===== config.mk =====
export PLATFORM = sky130hd
export DESIGN_NAME = univ_ff_bank
export DESIGN_NICKNAME = d
export VERILOG_FILES = /design/src/rtl/univ_ff_bank.sv
export SDC_FILE = /design/constraint.sdc
export NUM_CORES = 1
export LEC_CHECK = 0
export CAP_MARGIN = 20
export CELL_PAD_IN_SITES_DETAIL_PLACEMENT = 1
export CELL_PAD_IN_SITES_GLOBAL_PLACEMENT = 1
export CORE_AREA = 3 3 77 79
export DETAILED_ROUTE_END_ITERATION = 16
export DIE_AREA = 0 0 80 82
export PLACE_DENSITY_LB_ADDON = 0.1
export SYNTH_ARGS = -nofsm -noshare
export SYNTH_HDL_FRONTEND = slang
export SYNTH_SLANG_ARGS = --single-unit

===== constraint.sdc =====
create_clock -name clk -period 2.3 [get_ports clk]
set_input_delay 0.69 -clock clk [delete_from_list [all_inputs] [get_ports clk]]
set_output_delay 0.69 -clock clk [all_outputs]
set_load 0.01 [all_outputs]

===== src/rtl/univ_ff_bank.sv =====
// WIDTH-bit flip-flop bank with per-cycle JK/D/T/SR mode, parallel load, enable,
// change flag and SR-illegal detection. Define UNIV_FF_CHANGE_CNT_EN for a saturating change counter.

module univ_ff_lane (
  input  logic [1:0] mode,
  input  logic       q,
  input  logic       a,
  input  logic       b,
  output logic       q_nxt,
  output logic       illegal
);
  always_comb begin
    q_nxt   = q;
    illegal = 1'b0;
    unique case (mode)
      2'b00: begin
        unique case ({a, b})
          2'b01:   q_nxt = 1'b0;
          2'b10:   q_nxt = 1'b1;
          2'b11:   q_nxt = ~q;
          default: q_nxt = q;
        endcase
      end
      2'b01: q_nxt = a;
      2'b10: q_nxt = a ? ~q : q;
      default: begin
        // S=R=1 is flagged and the bit keeps its state
        unique case ({a, b})
          2'b01:   q_nxt = 1'b0;
          2'b10:   q_nxt = 1'b1;
          2'b11:   illegal = 1'b1;
          default: q_nxt = q;
        endcase
      end
    endcase
  end
endmodule

module univ_ff_bank #(
  parameter int               WIDTH     = 8,
  parameter logic [WIDTH-1:0] RESET_VAL = {WIDTH{1'b0}}
`ifdef UNIV_FF_CHANGE_CNT_EN
  ,
  parameter int               CNT_W     = 16
`endif
) (
  input  logic             clk,
  input  logic             rst,
  input  logic             en,
  input  logic             load,
  input  logic [WIDTH-1:0] load_val,
  input  logic [1:0]       mode,
  input  logic [WIDTH-1:0] a,
  input  logic [WIDTH-1:0] b,
  output logic [WIDTH-1:0] q,
  output logic [WIDTH-1:0] qn,
  output logic             changed,
  output logic             sr_err
`ifdef UNIV_FF_CHANGE_CNT_EN
  ,
  input  logic             cnt_clr,
  output logic [CNT_W-1:0] change_cnt
`endif
);
  logic [WIDTH-1:0] q_r, upd, ill, q_next;
  logic             sr_hit, diff;

  for (genvar i = 0; i < WIDTH; i++) begin : g_lane
    univ_ff_lane u_lane (
      .mode    (mode),
      .q       (q_r[i]),
      .a       (a[i]),
      .b       (b[i]),
      .q_nxt   (upd[i]),
      .illegal (ill[i])
    );
  end

  always_comb begin
    q_next = q_r;
    sr_hit = 1'b0;
    if (load) begin
      q_next = load_val;
    end else if (en) begin
      q_next = upd;
      sr_hit = |ill;
    end
  end

  assign diff = (q_next != q_r);

  always_ff @(posedge clk) begin
    if (!rst) begin
      q_r     <= RESET_VAL;
      changed <= 1'b0;
      sr_err  <= 1'b0;
    end else begin
      q_r     <= q_next;
      changed <= diff;
      sr_err  <= sr_hit;
    end
  end

`ifdef UNIV_FF_CHANGE_CNT_EN
  logic [CNT_W-1:0] cnt_r;
  always_ff @(posedge clk) begin
    if (!rst)                              cnt_r <= '0;
    else if (cnt_clr)                      cnt_r <= '0;
    else if (diff && (cnt_r != {CNT_W{1'b1}})) cnt_r <= cnt_r + 1'b1;
  end
  assign change_cnt = cnt_r;
`endif

  assign q  = q_r;
  assign qn = ~q_r;
endmodule

## Word level (Yosys, flattened, before mapping)

Cells that the tools add are included.
Widths: inputs -> output; s select.

| word-level totals | value |
|---|---|
| bits in registers | 10 |
| output and inout bits | 18 |
| word-level logic and storage cells | 95 |

| cells by class | value |
|---|---|
| eq/ne operators | 27 |
| multiplexer cells | 50 |
| bitwise gates (word level) | 11 |
| reductions and logical operators | 4 |

Operators by type and width:

| operator | number |
|---|---|
| $pmux 1 s3 | 16 |
| $eq 2x2->1 const B | 17 |
| $mux 1 | 24 |
| $eq 2x1->1 const B | 9 |
| $mux 8 | 2 |
| $pmux 1 s2 | 8 |
| $not 1->1 | 10 |
| $ne 8x8->1 | 1 |
| $not 8->8 | 1 |
| $reduce_or 8->1 | 1 |
| $reduce_or 3->1 | 2 |
| $logic_not 2->1 | 1 |

## Logic depth before layout (Yosys ltp)

| logic depth | value |
|---|---|
| depth in word-level cells | 6 |
| depth in mapped cells | 8 |

## Modules after synthesis

Synthesis repeated with hierarchy kept, for this count alone.

| second synthesis, totals | value |
|---|---|
| cell total of the unflattened synthesis | 159 |
| area, all modules | 1392.6 µm² |

By module, submodules not included:

| module | instances | cells each | area each (µm²) | seq. area each (µm²) |
|---|---|---|---|---|
| univ_ff_lane | 8 | 10 | 88.8 | 0.0 |
| univ_ff_bank | 1 | 79 | 681.9 | 200.2 |

## Worst setup path after synthesis

OpenSTA, ideal clock, no wires.

| timing path | value |
|---|---|
| path kind | input -> register |
| start point | in b[5] |
| end point | reg changed |
| arrival time | 2117 ps |
| setup slack | 58 ps |
| cell stages on the path | 8 |
| buffers on the path | 0 |
| cells stage by stage | inv_1 -> ha_1 -> nand4b_1 -> o2111a_1 -> a31oi_1 -> o32a_2 -> nand4_1 -> o41a_1 |

| between the ends | value |
|---|---|
| cells in the longest elaborated chain, start to end | 6 |

RTL lines:

| element | line | text |
|---|---|---|
| start: declaration | 54 | `input logic [WIDTH-1:0] b,` |
| $eq 2x2->1 (tied with other cells) | 17 | `unique case ({a, b})` |
| $pmux 1 s3 or $pmux 1 s2 (tied branches) | 17, 28 |  |
| $pmux 1 s3 * | 15 | `unique case (mode)` |
| $mux 8 * | 84 | `end else if (en) begin` |
| $mux 8 * | 82 | `if (load) begin` |
| $ne 8x8->1 * | 90 | `assign diff = (q_next != q_r);` |
| end signal: assignment | 99 | `changed <= diff;` |
| end: declaration | 57 | `output logic changed,` |

Every way passes the cells marked *; elsewhere a longest branch is shown, timed or not.
A chain may end at the register's enable or synchronous reset.

## Worst setup path in the final report

| timing path | value |
|---|---|
| start point | in b[0] |
| end point | reg changed |

Same word-level chain as after synthesis.

==> summary.md <==
| Metric | Value |
|---|---|
| Chip Width | 80 µm |
| Detailed-route DRC error count | 0 |
| Number of iterations in the first detailed-routing pass | 4 |
| Setup repair after global routing missed its margin | false |
| Power density over cell area | 349 nW/µm² |
| Iteration-0 DRC count of the detailed router | 55 |
| Fraction of synthesized cell area in xor and xnor cells | 2.19% |
| Fin crit share | 96.5% |
| Clk_skew | 0.00441 ns |
| Final setup vio count | 0 |
| Wire length of the first global-routing pass | 9320 µm |
| Hold Violations, Final | 0 |
| CTS tree | yes |
| Unique masters post-synth | 56 |
| Leading cell types in the layout, fill and taps excluded | sky130_fd_sc_hd__buf_4 (45), sky130_fd_sc_hd__clkdlybuf4s50_1 (28), sky130_fd_sc_hd__nand2_1 (21) |
| Startpoint types | input pin |
| Global placer's final weighted congestion | 0.805 |
| Final antenna diode count | 0 |
| Flop-to-flop setup slack | 0.41 ns |
| Worst Path Max Fanout | 2 |
| Synth Net Count | 259 |
| Effective utilization at floorplan | 29.6% |
| Number of input and output port buffers inserted | 47 |
| Average vias per placed instance | 5.06 |
| Number of max-cap violations | 0 |
| Clock tree buffer depth | 2 |
| Number of placement rows | 27 |
| Average footprint of a synthesized cell | 7.50 µm² |
| Area Growth Syn to Fin | 61.7% |
| Data arrival at the endpoint of the critical path | 2.36 ns |
| Number of buffers inserted during clock tree synthesis | 3 |
| Asr flop ratio synth | 0% |
| Routed wire length | 5950 µm |
| Root buf cell | sky130_fd_sc_hd__clkbuf_8 |
| Part of the Yosys area used for sequential elements | 12.5% |
| Clock latency on the worst-skew pair | 0.25 ns |
| Relative contribution of sequential cells to total power | 23.1% |
| Sw frac | 34.8% |
| Max Transition Viols Final | 0 |
| Commonest register cell after synthesis | sky130_fd_sc_hd__dfxtp_1 |
| Worst setup path class | in2reg |
| Finished layout cell area | 2580 µm² |
| Compound-cell area share of the yosys netlist | 27.3% |
| Most frequent standard cell in the layout excluding fill and tap cells | sky130_fd_sc_hd__buf_4 |
| Main combinational cell family by area after synthesis | compound AO/OA/AOI/OAI gates |
| # IOs | 48 |
| Fmax | 0.451 GHz |
| Share of post-route cells with drive strength above 1 | 31.1% |
| Clock input transition at the sequential cells of the worst setup and hold paths | 0.06 ns |
| Proportion of power drawn by the clock network | 26.9% |
| Die height | 82 µm |
| Largest net degree at the start of global routing | 12 |
| Max VDD drop | 0.194 mV |
| Post-synthesis adder-cell area fraction | 12.5% |
| Critical Path RT | 2.44 ns |
| Mux share of post-synthesis cell area | 6.03% |
| Number of H-tree branching levels | 1 |
| Worst slack on hold paths | 0.602 ns |
| Kind of end point of the critical path | flop |
| Average wire length per cell after detail routing | 16.3 µm |
| Worst-margin pin slew | 0.426 ns |
| Outcome | finished, final reports clean |
| Core ar. | 5410 µm² |
| Vias in the first global route | 1,891 |
| Antenna violations before repair | 0 |
| Post-route ant nets | 0 |
| Remaining max-slew budget at the tightest pin | 71.4% |
| Detailed-route via count | 1,846 |
| Post-Place Cell Area | 2300 µm² |
| Hold-fix buffers at CTS | 0 |
| Path type of the worst min-delay path | reg2reg |
| Clock Sinks | 10 |
| Post-Synthesis Cells | 213 |
| Internal portion of total power | 0.000588 W |
| Count of flip-flops with a built-in enable after synthesis | 0 |
| Total leakage power | 1.22 nW |
| Switching power | 0.000314 W |
| Total track usage | 18.1% |
| Area of the mapped netlist | 1600 µm² |
| Number of synthesis warnings | 0 |
| Combinational power share | 50.0% |
| Post-DP HPWL | 4480 µm |
| Total overflow reported by the global router | 0 |
| Simple logic cell fraction of the synthesized area | 21.9% |
| Seq cells post-synth | 10 |
| Die footprint | 6560 µm² |
| Post-layout net count | 340 |
| Min Tclk post-route | 2.22 ns |
| Filler Cell Count | 652 |
power by group through the flow:
| stage | logic (W) | registers, W | clock network, W |
|---|---|---|---|
| global placement | 0.000402 | 0.000212 | 0 |
| floorplan | 0.000217 | 0.000204 | 0 |
| finish | 0.000451 | 0.000209 | 0.000243 |
| global route | 0.000498 | 0.000212 | 0.000260 |
| CTS | 0.000432 | 0.000208 | 0.000246 |
| detailed placement | 0.000406 | 0.000212 | 0 |
through the flow:
stage	setup TNS, ns	setup slack (ns)	utilization, %	power, W	std cells
floorplan	0	0.0581	-	0.000421	213
global placement	-1.30	-0.526	42.6	0.000613	356
detailed placement	-1.56	-0.603	42.6	0.000618	356
CTS	-0.0948	-0.0948	45.5	0.000886	364
global route	0	0.00327	47.8	0.000970	365
finish	0	0.0803	47.8	0.000902	365
cells by family after synthesis:
| logic type | Yosys count |
|---|---|
| buffers and inverters | 44 |
| adder cells (fa/ha/maj) | 16 |
| XOR/XNOR | 4 |
| multiplexers | 8 |
| flip-flops | 10 |
| AO/OA/AOI/OAI | 64 |
| AND/OR/NAND/NOR | 67 |
layout make-up:
type	instances	area [µm²]	share of cell area, %
inverter	23	86.3	3.34
clock buffer	4	55.1	2.13
timing repair buffer	97	901	34.9
sequential	10	200	7.75
tap	72	90.1	3.49
multi-input combinational	159	1250	48.4
synth_stat cells (2+ instances only):
master                     instances  area [µm²]
sky130_fd_sc_hd__inv_1            23        86.3
sky130_fd_sc_hd__nand2_1          22        82.6
sky130_fd_sc_hd__a21oi_1          16        80.1
sky130_fd_sc_hd__ha_1             16         200
sky130_fd_sc_hd__nor2_1           14        52.6
sky130_fd_sc_hd__o21ai_0          12        60.1
sky130_fd_sc_hd__dfxtp_1          10         200
sky130_fd_sc_hd__buf_4             9        67.6
sky130_fd_sc_hd__a31oi_1           7        43.8
sky130_fd_sc_hd__buf_6             5        56.3
sky130_fd_sc_hd__nand3_1           5        25.0
sky130_fd_sc_hd__mux2i_1           4        40.0
sky130_fd_sc_hd__a221oi_1          3        26.3
sky130_fd_sc_hd__a32oi_1           3        26.3
sky130_fd_sc_hd__and3b_1           3        26.3
sky130_fd_sc_hd__buf_2             3        15.0
sky130_fd_sc_hd__nand2b_1          3        18.8
sky130_fd_sc_hd__nand3b_1          3        22.5
sky130_fd_sc_hd__nor4_1            3        18.8
sky130_fd_sc_hd__o22ai_1           3        18.8
sky130_fd_sc_hd__o31ai_1           3        22.5
sky130_fd_sc_hd__xor2_1            3        26.3
sky130_fd_sc_hd__and3_1            2        12.5
sky130_fd_sc_hd__mux2_1            2        22.5
sky130_fd_sc_hd__nor2b_1           2        12.5
sky130_fd_sc_hd__nor3_1            2        10.0
sky130_fd_sc_hd__o211ai_1          2        15.0
sky130_fd_sc_hd__o21a_1            2        15.0
routing by layer:
metal,up-vias,track usage (%),part of all wire (%)
li1,908,-,-
met5,-,0,0
met1,890,22.8,45
met4,0,4.39,1.2
met2,41,32.5,50
met3,7,2.30,4.0
final timing paths:
kind                  end  depth (start not counted)  startpoint
setup / recovery  changed                          8        b[0]
hold / removal       q[6]                          2        q[6]
hold reg to reg      q[6]                          2        q[6]
setup reg to reg  changed                          6        q[4]
worst max-delay path, stage by stage:
cell                              delay [ns]
sky130_fd_sc_hd__clkdlybuf4s50_1        0.49
sky130_fd_sc_hd__inv_1                  0.07
sky130_fd_sc_hd__ha_4                   0.27
sky130_fd_sc_hd__a2bb2oi_2              0.14
sky130_fd_sc_hd__o22ai_2                0.10
sky130_fd_sc_hd__mux2_4                 0.21
sky130_fd_sc_hd__a32oi_1                0.05
sky130_fd_sc_hd__o41a_1                 0.33
state kept, by name (all words and copies together) (netlist names):
signal and count:
sr_err 1, q 8, changed 1
timing repair:
item	4_1_cts	5_1_grt
setup endpoints to repair	2	2
buffers inserted	2	1
pin swaps	11	19
cloned	2	0
gates resized for setup	21	34
Note: power is estimated with default switching activity, not from simulation.
